===== config.mk =====
export PLATFORM = sky130hd
export DESIGN_NAME = stopwatch_counter
export DESIGN_NICKNAME = d
export VERILOG_FILES = /design/src/rtl/stopwatch_pkg.sv /design/src/rtl/bcd_field_counter.sv /design/src/rtl/stopwatch_counter.sv
export SDC_FILE = /design/constraint.sdc
export NUM_CORES = 1
export LEC_CHECK = 0
export ABC_AREA = 1
export CELL_PAD_IN_SITES_DETAIL_PLACEMENT = 1
export CELL_PAD_IN_SITES_GLOBAL_PLACEMENT = 1
export CORE_UTILIZATION = 35
export CTS_CLUSTER_SIZE = 14
export DETAILED_ROUTE_END_ITERATION = 10
export GPL_TIMING_DRIVEN = 1
export PLACE_DENSITY_LB_ADDON = 0.1
export SKIP_LAST_GASP = 1
export SYNTH_ARGS = -nofsm -noshare
export SYNTH_HDL_FRONTEND = slang
export SYNTH_SLANG_ARGS = --single-unit

===== constraint.sdc =====
create_clock -name clk -period 1.5 [get_ports clk]
set_input_delay 0.15 -clock clk [delete_from_list [all_inputs] [get_ports clk]]
set_output_delay 0.15 -clock clk [all_outputs]
set_load 0.005 [all_outputs]

===== src/rtl/stopwatch_pkg.sv =====
// Shared constants, encodings and BCD helpers for the MM:SS stopwatch.
package stopwatch_pkg;

  localparam int unsigned DIGIT_W       = 4;
  localparam int unsigned DEF_MIN_LIMIT = 60;
  localparam int unsigned DEF_SEC_LIMIT = 60;

  localparam logic MODE_NORMAL = 1'b0;
  localparam logic MODE_ADJUST = 1'b1;

  localparam logic SEL_MIN = 1'b0;
  localparam logic SEL_SEC = 1'b1;

  typedef struct packed {
    logic [DIGIT_W-1:0] tens;
    logic [DIGIT_W-1:0] ones;
  } bcd_field_t;

  // Tens and ones digits of the last legal value (limit-1) of a field.
  function automatic logic [DIGIT_W-1:0] last_tens(input int unsigned limit);
    return DIGIT_W'((limit - 1) / 10);
  endfunction

  function automatic logic [DIGIT_W-1:0] last_ones(input int unsigned limit);
    return DIGIT_W'((limit - 1) % 10);
  endfunction

endpackage


===== src/rtl/bcd_field_counter.sv =====
// Two-digit BCD counter wrapping at LIMIT-1 -> 00; carry is combinational on the wrapping increment.
module bcd_field_counter
  import stopwatch_pkg::*;
#(
  parameter int unsigned LIMIT = 60
) (
  input  logic               clk,
  input  logic               rst_n,
  input  logic               inc,
  output logic [DIGIT_W-1:0] tens,
  output logic [DIGIT_W-1:0] ones,
  output logic               carry
);

  localparam logic [DIGIT_W-1:0] LAST_TENS = last_tens(LIMIT);
  localparam logic [DIGIT_W-1:0] LAST_ONES = last_ones(LIMIT);

  bcd_field_t field_q;
  bcd_field_t field_d;
  logic       at_last_c;

  assign at_last_c = (field_q.tens == LAST_TENS) && (field_q.ones == LAST_ONES);

  // Wrap at the limit takes priority over the ordinary ones/tens roll.
  always_comb begin
    field_d = field_q;
    carry   = 1'b0;
    if (inc) begin
      if (at_last_c) begin
        field_d.tens = '0;
        field_d.ones = '0;
        carry        = 1'b1;
      end else if (field_q.ones == DIGIT_W'(9)) begin
        field_d.ones = '0;
        field_d.tens = field_q.tens + DIGIT_W'(1);
      end else begin
        field_d.ones = field_q.ones + DIGIT_W'(1);
      end
    end
  end

  always_ff @(posedge clk or negedge rst_n) begin
    if (!rst_n) begin
      field_q <= '0;
    end else begin
      field_q <= field_d;
    end
  end

  assign tens = field_q.tens;
  assign ones = field_q.ones;

endmodule


===== src/rtl/stopwatch_counter.sv =====
// MM:SS stopwatch driven by rising edges of the selected timebase level.
// Optional pause toggle enabled by defining STOPWATCH_PAUSE_EN.
module stopwatch_counter
  import stopwatch_pkg::*;
#(
  parameter int unsigned MIN_LIMIT = DEF_MIN_LIMIT,
  parameter int unsigned SEC_LIMIT = DEF_SEC_LIMIT
) (
  input  logic               clk,
  input  logic               rst_n,
  input  logic               tick_in,
  input  logic               adj,
  input  logic               sel,
`ifdef STOPWATCH_PAUSE_EN
  input  logic               pause_pulse,
`endif
  output logic [DIGIT_W-1:0] min_tens,
  output logic [DIGIT_W-1:0] min_ones,
  output logic [DIGIT_W-1:0] sec_tens,
  output logic [DIGIT_W-1:0] sec_ones,
  output logic               paused,
  output logic               wrap_pulse
);

  logic tick_prev_q;
  logic tick_prev_d;
  logic tick_rise_c;
  logic wrap_q;
  logic wrap_d;
  logic paused_c;
  logic sec_inc_c;
  logic min_inc_c;
  logic sec_carry_c;
  logic min_carry_c;

`ifdef STOPWATCH_PAUSE_EN
  logic paused_q;
  logic paused_d;

  // Toggle takes effect next edge; this cycle's tick still sees the old value.
  always_comb begin
    paused_d = paused_q ^ pause_pulse;
  end

  always_ff @(posedge clk or negedge rst_n) begin
    if (!rst_n) begin
      paused_q <= 1'b0;
    end else begin
      paused_q <= paused_d;
    end
  end

  assign paused_c = paused_q;
`else
  assign paused_c = 1'b0;
`endif

  assign tick_prev_d = tick_in;
  assign tick_rise_c = tick_in & ~tick_prev_q;

  // Normal mode chains minutes off the seconds carry; adjust bumps one field only.
  always_comb begin
    sec_inc_c = 1'b0;
    min_inc_c = 1'b0;
    wrap_d    = 1'b0;
    if (tick_rise_c) begin
      if (adj == MODE_ADJUST) begin
        sec_inc_c = (sel == SEL_SEC);
        min_inc_c = (sel == SEL_MIN);
      end else if (!paused_c) begin
        sec_inc_c = 1'b1;
        min_inc_c = sec_carry_c;
        wrap_d    = min_carry_c;
      end
    end
  end

  bcd_field_counter #(
    .LIMIT (SEC_LIMIT)
  ) u_sec (
    .clk   (clk),
    .rst_n (rst_n),
    .inc   (sec_inc_c),
    .tens  (sec_tens),
    .ones  (sec_ones),
    .carry (sec_carry_c)
  );

  bcd_field_counter #(
    .LIMIT (MIN_LIMIT)
  ) u_min (
    .clk   (clk),
    .rst_n (rst_n),
    .inc   (min_inc_c),
    .tens  (min_tens),
    .ones  (min_ones),
    .carry (min_carry_c)
  );

  always_ff @(posedge clk or negedge rst_n) begin
    if (!rst_n) begin
      tick_prev_q <= 1'b0;
      wrap_q      <= 1'b0;
    end else begin
      tick_prev_q <= tick_prev_d;
      wrap_q      <= wrap_d;
    end
  end

  assign wrap_pulse = wrap_q;
  assign paused     = paused_c;

endmodule


* Word-level counts from Yosys, hierarchy flattened *
Index checks and enable logic that the tools add are counted.

storage, ports and cells
  bits in read-only memories = 0
  logic and storage cells = 39
  memories kept = 0
  latch bits = 0
  output and inout port bits = 18
  memory bits (writable) = 0
  input bits = 5
  register bits = 18

cells by class
  muxes and demuxes = 16
  $lt $le $gt $ge = 0
  bitwise logic cells = 3
  reduce and logical (&&, ||, !) cells = 6
  div/mod/pow operators = 0
  multipliers = 0
  equal/unequal tests = 4
  shift operators = 0
  add/sub/neg operators = 4

operator list
  operator               number
  $add A4 B1 Y4 const B  4
  $mux W4                4
  $mux W8                2
  $mux W1                10
  $eq A4 B3 Y1 const B   2
  $eq A4 B4 Y1 const B   2
  $reduce_and A2 Y1      2
  $reduce_bool A2 Y1     2
  $logic_and A1 B1 Y1    2
  $not A1 Y1             2
  $and A1 B1 Y1          1

* Longest topological paths before layout *
  depth in word-level cells = 9
  depth in mapped cells = 9
  depth with buffers taken out = 9

* Hierarchy *
A second synthesis with hierarchy kept.

unflattened totals
  cells, all modules = 136
  area, all modules = 1091.0 sq um

modules (own cells, without submodules)
  module             times used  cells an instance  area each (sq um)
  bcd_field_counter  2           61                 495.5
  stopwatch_counter  1           14                 100.1

* Worst setup path after synthesis *
No wires, ideal clock.

  kind = reg2reg
  start point = reg u_sec.field_q, in the netlist u_sec.ones[1]
  end point = reg u_min.field_q, in the netlist u_min.ones[0]
  arrival time = 1212 ps
  clock period less this slack = 1330 ps
  buffers on the path = 0
  required time = 1382 ps
  library setup time = 118 ps
  slack = 170 ps
  stages on the path, launching flop included = 10
  path through = dfrtp_1 inv_1 ha_1 nand2_1 nor2_4 nand3_2 nand2_4 nand2_4 nand2_1 o21ai_2

between the ends
  cells in the longest elaborated chain, start to end = 6

RTL lines
  item                    RTL line                 source
  start, declared         bcd_field_counter.sv:18  bcd_field_t field_q;
  start signal, assigned  bcd_field_counter.sv:46  field_q <= field_d;
  $eq A4 B4 Y1            bcd_field_counter.sv:22  assign at_last_c = (field_q.tens == LAST_TENS) && (field_q.ones == LAST_ONES);
  $logic_and A1 B1 Y1     bcd_field_counter.sv:22
  $mux W1                 bcd_field_counter.sv:29  if (at_last_c) begin
  $mux W1                 bcd_field_counter.sv:28  if (inc) begin
  $mux W1                 stopwatch_counter.sv:67  if (adj == MODE_ADJUST) begin
  $mux W1                 stopwatch_counter.sv:66  if (tick_rise_c) begin
  end signal, assigned    bcd_field_counter.sv:46
  end, declared           bcd_field_counter.sv:18

No other way between the ends.
A chain may end at the register's enable or synchronous reset.

* Worst setup path after layout *
  start point = reg u_sec.field_q, in the netlist u_sec.ones[0]
  end point = out sec_ones[0]

RTL lines
  item           RTL line                 source
  end, declared  stopwatch_counter.sv:20  output logic [DIGIT_W-1:0] sec_ones,

No word-level cell between the ends.

==> flow_summary.ini <==
[status]
outcome = finished, final reports clean

[detailed_routing]
drc = 0
routed_wl_mm = 2.62
routed_via_density = 4.76
vias = 942
drt_iter0_drc = 23
drtAntennaViolNets = 0
dr.pass1.iters = 4
routedWlPerCell_um = 13.2

[global_routing]
grt_max_degree = 19
antenna_found_initial = 0
grt_first_pass_wirelength_mm = 4.22
gr-total-overflow = 0
first_global_vias = 941
grt_usage = 0.167

[synth]
synth_edf_count = 0
yosysTopAreaCell = dfrtp_1
syn-instance-count = 119
synthTopCellsByCount = 23 x nand2_1, 18 x dfrtp_1, 9 x inv_1, 8 x ha_1, 8 x nand4_1
ys_ff_latch = 18
synth_ff_type = dfrtp_1
ys_seq_area_frac = 0.408
yosysWarningCount = 0
syn_area_per_cell_um2 = 9.28
synth_area_leaders = dfrtp_1 41%, ha_1 9.1%, nand2_1 7.8%
yosysMostFrequentCell = nand2_1
syn_nets = 132
synth_top_area_frac = 0.408
synth_area_um2 = 1100
synth_cell_types = 26
async_flop_share = 1.00

[pwr]
p_comb_frac = 0.505
leakagePower_uw = 0.000737
power.total_uw = 2350
pwr-share-seq = 0.358
power_density_nw_per_um2 = 1550
peakVddDrop_uv = 769
p_sw_uw = 889
p_int_uw = 1460
p_sw_frac = 0.379
clock_power_share = 0.137

[worst_setup_path]
regToRegEndpoint = u_min.ones[3]$_DFFE_PN0P_
r2r_cells = 9
crit_buf_inv = 2
timing.critical_path.to = sec_ones[0]
cpMaxStageDelayCell = clkdlybuf4s50_1
path_cells = buf_6, clkdlybuf4s50_1
cp_data_required_time_ns = 1.35
cp_num_cells = 2
worstPathMaxFanout = 5
crit_type = flop to primary output
rr_startpoint = u_sec.ones[1]$_DFFE_PN0P_
slowest_delay_ns = 0.49
crit_path_start = u_sec.ones[0]$_DFFE_PN0P_
cp-start-kind = flop
ff2ff_setup_slack_ns = 0.05
critPathCaptureType = primary output
cp.arrival_ns = 1.31
critPathTopFamily = buffers and inverters

[die]
initial_core_util = 0.365
fp.dieW_um = 58.2
core_um2 = 3030
num_rows = 20
fp.dieArea_um2 = 3390
num_io_pins = 23
die_y_um = 58.2

[final_layout]
final_nets = 168
finalInstanceArea_um2 = 1520
n_antenna_cell = 0
final_layout_size_suffix_gt1_frac = 0.286
syn_to_final_growth_pct = 37.3

[hold_path]
hold_path_class = primary input to asynchronous set/reset pin

[clock_network]
clockRootBuffer = clkbuf_4
cts_buffers = 3
clk_latency_ns = 0.31
clock_sinks = 18
cts_hold_buf = 0
cts_tree = yes
htreeDepth = 1
clock_path_buffers = 2
clkSlewWorstSetupHoldPaths_ns = 0.12

[place]
port_buffers = 21
place_hpwl_mm = 1.86
gp_congestion = 0.784
place_area_um2 = 1420

[timing]
fin_skew_ns = 0.0104
rsz0062_at_grt = true
min_period_over_period = 0.971
setup_viol = 0
setup_tns_ns = 0
fmaxAchievable_mhz = 687
slew_viol_final = 0
hold_viol_final = 0
period_needed_ns = 1.46

[flow_run]
cap_viol_max_count = 0
[power groups by stage]
stage	logic, µW	registers (µW)	clock network (µW)
global route	1320	872	350
finish	1190	841	321
detailed placement	1110	846	0
global placement	1080	835	0
CTS	1140	839	340
floorplan	525	867	0
[through the flow]
| stage | worst slack, ns | hold slack (ns) | cells | util |
|---|---|---|---|---|
| detailed placement | 0.0390 | 0.510 | 190 | 0.467 |
| finish | 0.0439 | 0.156 | 198 | 0.501 |
| global placement | 0.0774 | 0.502 | 190 | 0.467 |
| floorplan | 0.170 | -0.146 | 119 | - |
| global route | -0.0315 | 0.169 | 198 | 0.501 |
| CTS | 0.00419 | 0.160 | 195 | 0.483 |
[logic make-up (layout without fill, tap and decap cells)]
logic type | after synthesis | count (layout) | synth area share
buffers and inverters | 15 | 50 | 0.0544
adder cells (fa/ha/maj) | 8 | 8 | 0.0906
XOR/XNOR | 5 | 5 | 0.0396
AND/OR/NAND/NOR | 57 | 57 | 0.316
flip-flops | 18 | 18 | 0.408
other | 1 | 1 | 0.00339
AO/OA/AOI/OAI | 15 | 15 | 0.0883
[metal layers]
metal | up-vias | global-route usage | share of wire
met5 | - | 0 | 0
met4 | 0 | 0.0918 | 0.017
met3 | 5 | 0.0201 | 0.024
met2 | 15 | 0.296 | 0.52
met1 | 458 | 0.195 | 0.44
li1 | 464 | - | -
[what timing repair did]
action / 4_1_cts / 5_1_grt
setup endpoints to repair: 3 / 16
gates resized for setup: 2 / 13
pin swaps: 0 / 3
setup buffers: 1 / 3
cloned: 0 / 0
[cell usage in the layout (no fill, tap or decap), drive strengths merged]
cell type and n:
ha 8, xor2 2, dlymetal6s2s 3, clkdlybuf4s50 18, nand3 9, nor2 11, a21oi 3, xnor2 3
o31ai 1, buf 11, o21ai 8, or2 2, nand3b 1, nand2 26, o21a 1, inv 14
conb 1, dfrtp 18, nand4 8, o22ai 2, clkbuf 4
[registers in the layout, indices dropped and copies added (netlist names)]
name and cells:
tick_prev_q 1, u_sec.tens 4, u_sec.ones 4, u_min.tens 4, u_min.ones 4, wrap_pulse 1
[layout make-up]
| cell class | count | area [µm²] |
|---|---|---|
| flip-flops and latches | 18 | 455 |
| multi-input cells | 86 | 609 |
| clock buffers | 4 | 36.3 |
| fillers | 356 | 1510 |
| inverters | 14 | 52.6 |
| repair buffers | 32 | 308 |
| well taps | 44 | 55.1 |
[worst min path at each step]
stage | start | endpoint | slack [ns] | cells after the start
floorplan | rst_n | tick_prev_q$_DFF_PN0_ | -0.15 | 0
global placement | u_sec.ones[3]$_DFFE_PN0P_ | u_sec.ones[3]$_DFFE_PN0P_ | 0.50 | 1
global route | rst_n | u_sec.tens[3]$_DFFE_PN0P_ | 0.17 | 2
CTS | rst_n | u_sec.tens[2]$_DFFE_PN0P_ | 0.16 | 2
detailed placement | rst_n | u_sec.tens[2]$_DFFE_PN0P_ | 0.51 | 2
finish | rst_n | u_sec.tens[2]$_DFFE_PN0P_ | 0.16 | 2
No activity file was read; power rests on OpenSTA's default activity.
==> variant 1 (config.mk and constraints unchanged) <==
`DIGIT_W`: 4 -> 6.
--- a/src/rtl/stopwatch_pkg.sv
+++ b/src/rtl/stopwatch_pkg.sv
@@ -2,5 +2,5 @@
 package stopwatch_pkg;
 
-  localparam int unsigned DIGIT_W       = 4;
+  localparam int unsigned DIGIT_W       = 6;
   localparam int unsigned DEF_MIN_LIMIT = 60;
   localparam int unsigned DEF_SEC_LIMIT = 60;
Ports: changed (resized min_ones, min_tens, sec_ones and sec_tens); port bits go from 23 to 31. No check against the original RTL was run, so the function may have changed too.
==> variant 1 against the original RTL <==
Sequential cell count grew 8; via count is 55% higher; fmax down 2.2%; routed wire length grew 51%; hold slack better by 0.081 ns; power up 17%; cell area increased by 47%; synthesized area increased by 43%; worst setup slack got worse by 0.033 ns; synthesized cell count up 61%.
==> variant 1: results (changes against the original RTL) <==
[clocking]
clk_latency_ns = 0.28  ; -0.03 ns
cts_max_path_buffers = 2  ; unchanged
cts_max_level = 1  ; unchanged
cts_buffers = 3  ; unchanged
clk_pin_slew_ns = 0.10  ; -0.02 ns
cts_root_buf = clkbuf_8

[synthesis]
synthTopCellsByCount = 40 x nand2_1, 26 x dfrtp_1, 21 x inv_1, 16 x nor2_1, 13 x nand3_1
async_reset_ff_share_pct = 100.0  ; unchanged
ys_seq_area_share_pct = 41.17  ; +0.40 points
ys_top_cells_by_area = dfrtp_1 41%, nand2_1 9.5%, ha_1 6.3%
ys_warn_count = 0  ; unchanged
synth_fp_nets = 204  ; +55%
synthDistinctLibCells = 29  ; +12%

[route]
wire_per_inst_um = 13.19  ; -0.23%
drt-initial-drc-count = 76  ; +230%
drc = 0  ; unchanged
vias_per_cell = 4.883  ; +2.6%

[place]
place_congestion = 0.8256  ; +5.4%
hpwlAfterDp_um = 2918  ; +57%
io_buffers = 29  ; +38%

[power_and_ir_drop]
swShare_pct = 32.98  ; -4.9 points
irDropWorstVdd_mv = 0.5189  ; -33%
p_leak_nw = 1.064  ; +44%

[outcome]
status = complete, no violations

[worst_setup_path]
critPathMaxStageDelay_ns = 0.50
cp_max_fo = 5  ; unchanged
slowest_stage = clkdlybuf4s50_1

[cells_and_area]
fin_nets = 261  ; +55%
diodes = 0  ; unchanged
fill_cells = 532  ; +49%
final_layout_size_suffix_gt1_share_pct = 26.72  ; -1.9 points

[global_route]
grt_pass1_vias = 1528  ; +62%
grt_first_pass_wirelength_um = 6762  ; +60%
grtUsageTotal_pct = 17.48  ; +0.79 points
antenna_found_initial = 0  ; unchanged
grt_max_degree = 27  ; +8

[timing]
fin_skew_ns = 0.008195  ; -0.002184 ns

[hold_path]
min_path_type = in2async

## variant 1: changes by cell type after synthesis, moves of 5 or more
cell	change
nand2_1	+17
inv_1	+12
nor2_1	+10
dfrtp_1	+8
o21ai_0	+8
nand3_1	+7
nand2_2	+5
## variant 1: power by group through the flow
stage | Combinational [W] | Clock, W | Sequential (W)
after floorplan | 0.000434 | 0 | 0.00105
after global placement | 0.00108 | 0 | 0.000965
after detailed placement | 0.00111 | 0 | 0.000976
after CTS | 0.00114 | 0.000622 | 0.000960
after global routing | 0.00131 | 0.000648 | 0.000983
final | 0.00117 | 0.000608 | 0.000961
## variant 1: stage by stage
stage,std cells,setup slack [ns],instance area (um^2)
floorplan,191,0.02984,1580
global placement,291,-0.02344,2077
detailed placement,291,-0.06305,2077
CTS,297,0.01274,2176
global route,299,-0.04422,2235
finish,299,0.01119,2235
## variant 1: cell families (layout without fill, tap and decap cells)
group | Yosys count | count (layout) | synth area share (%)
AND/OR/NAND/NOR | 99 | 99 | 32.30
AO/OA/AOI/OAI | 20 | 20 | 7.839
adder cells (fa/ha/maj) | 8 | 8 | 6.334
other | 1 | 1 | 0.2373
buffers and inverters | 29 | 85 | 7.680
XOR/XNOR | 8 | 8 | 4.434
flip-flops | 26 | 26 | 41.17
## variant 1: final timing paths
kind	startpoint	to	slack, ns	cells after the start
min in group clk	tick_in	tick_prev_q$_DFF_PN0_	0.33	1
max in group asynchronous	rst_n	tick_prev_q$_DFF_PN0_	0.99	2
worst max register to register	u_sec.tens[1]$_DFFE_PN0P_	u_min.tens[0]$_DFFE_PN0P_	0.06	9
worst min-delay path	rst_n	u_min.ones[3]$_DFFE_PN0P_	0.24	2
worst max-delay path	u_sec.ones[0]$_DFFE_PN0P_	sec_ones[0]	0.01	2
worst min register to register	u_sec.tens[5]$_DFFE_PN0P_	u_sec.tens[5]$_DFFE_PN0P_	0.56	2
## variant 1: repair_timing
action                     CTS  global route
setup buffers                2             2
gates resized for setup      2            12
setup endpoints to repair   16            21
pin swaps                    1             7
## variant 1: worst max-delay path: cells and delay by family, from the launching register on
family,cells,cell delay [ns]
flops,1,0.41
buf+inv,2,0.66
## variant 1: final cells by class
| type | count | share of cell area, % |
|---|---|---|
| multi-input cells | 136 | 38.47 |
| flip-flops and latches | 26 | 29.12 |
| repair buffers | 55 | 21.95 |
| inverters | 26 | 4.367 |
| well taps | 52 | 2.912 |
| clock buffers | 3 | 1.848 |
| clock inverters | 1 | 1.344 |
## variant 1: metal layers
metal | vias to the layer above | routed length [um] | GRT usage, %
li1 | 723 | - | -
met1 | 702 | 1811 | 21.68
met2 | 30 | 1959 | 30.74
met3 | 5 | 116 | 2.326
met4 | 0 | 57 | 6.576
met5 | - | 0 | 0
==> variant 2 (config.mk and constraints unchanged) <==
Without the edit above. Add an input register stage for `tick_in`, `adj` and `sel`; this delays them by one clock.
--- a/src/rtl/stopwatch_counter.sv
+++ b/src/rtl/stopwatch_counter.sv
@@ -22,4 +22,14 @@
   output logic               wrap_pulse
 );
+
+  logic tick_q;
+  logic adj_q;
+  logic sel_q;
+
+  always_ff @(posedge clk) begin
+    tick_q <= tick_in;
+    adj_q  <= adj;
+    sel_q  <= sel;
+  end
 
   logic tick_prev_q;
@@ -56,6 +66,6 @@
 `endif
 
-  assign tick_prev_d = tick_in;
-  assign tick_rise_c = tick_in & ~tick_prev_q;
+  assign tick_prev_d = tick_q;
+  assign tick_rise_c = tick_q & ~tick_prev_q;
 
   // Normal mode chains minutes off the seconds carry; adjust bumps one field only.
@@ -65,7 +75,7 @@
     wrap_d    = 1'b0;
     if (tick_rise_c) begin
-      if (adj == MODE_ADJUST) begin
-        sec_inc_c = (sel == SEL_SEC);
-        min_inc_c = (sel == SEL_MIN);
+      if (adj_q == MODE_ADJUST) begin
+        sec_inc_c = (sel_q == SEL_SEC);
+        min_inc_c = (sel_q == SEL_MIN);
       end else if (!paused_c) begin
         sec_inc_c = 1'b1;
Formal check against the unedited RTL: not equivalent (Yosys sat finds a counterexample within 4 cycles, from zero or initial values and one cycle with rst_n low).
==> variant 2 against the original RTL <==
Worst setup slack about the same; sequential cell count is 3 higher; power fell by 26%; clock power down 16%; cell count increased by 3.0%; routed wire length shrank 7.6%; die area increased by 5.7%; synthesized area increased by 5.9%; cell area up 4.2%; highest routed layer unchanged.
==> variant 2: results (changes against the original RTL) <==
[power_and_ir_drop]
irDropWorstVdd_mv = 0.5732  ; -25%
p_leak_nw = 0.7503  ; +1.8%

[synthesis]
synthCells = 124  ; +4.2%
synth_fp_nets = 137  ; +3.8%
ys_seq_area_share_pct = 43.64  ; +2.9 points
async_reset_ff_share_pct = 85.71  ; -14 points

[cells_and_area]
fill_cells = 390  ; +9.6%
final_layout_size_suffix_gt1_share_pct = 28.13  ; -0.45 points
final_util_pct = 50.93  ; +0.84 points
fin_nets = 174  ; +3.6%

[worst_setup_path]
critPathLaunch = u_sec.ones[1]$_DFFE_PN0P_
worstSetupEndpoint = u_min.tens[3]$_DFFE_PN0P_
critPathMaxStageDelay_ns = 0.44  ; -0.05 ns
crit_arrival_ns = 1.66  ; +0.35 ns

[route]
vias = 960  ; +1.9%
firstDrtPassIters = 3  ; -1
vias_per_cell = 4.706  ; -1.1%
wl_met3_um = 68  ; +7.9%
wirelength_met1_um = 1063  ; -8.1%
wire_per_inst_um = 11.85  ; -10%

[timing]
whs_ns = 0.1721  ; +0.01635 ns
fin_skew_ns = 0.004449  ; -0.005930 ns
fin_crit_ns = 1.457  ; +0.0004392 ns

[place]
dp_cells = 194  ; +2.1%
place_congestion = 0.7142  ; -8.9%
post-place-ws_ns = 0.06772  ; +0.02872 ns

[outcome]
status = complete, no violations

[variant 2: report_power, final]
part / internal, W / switching, W / leakage (nW)
Clock: 0.000104 / 0.000167 / 0.0150
Sequential: 0.000660 / 0.000116 / 0.259
Combinational: 0.000399 / 0.000289 / 0.477
[variant 2: logic make-up after synthesis]
kind of cell	after synthesis
AO/OA/AOI/OAI	13
XOR/XNOR	6
adder cells (fa/ha/maj)	8
buffers and inverters	16
flip-flops	21
other	1
AND/OR/NAND/NOR	59
[variant 2: cell type report]
cell class                      instances  area share [%]
Multi-Input combinational cell         87           39.03
Tap cell                               44           3.484
Inverter                               15           3.563
Clock buffer                            4           1.663
Sequential cell                        21           32.62
Timing Repair Buffer                   33           19.64
[variant 2: what timing repair did]
action | in CTS | in global routing
setup endpoints to repair | 2 | 16
gates resized for setup | 2 | 11
setup buffers | 0 | 6
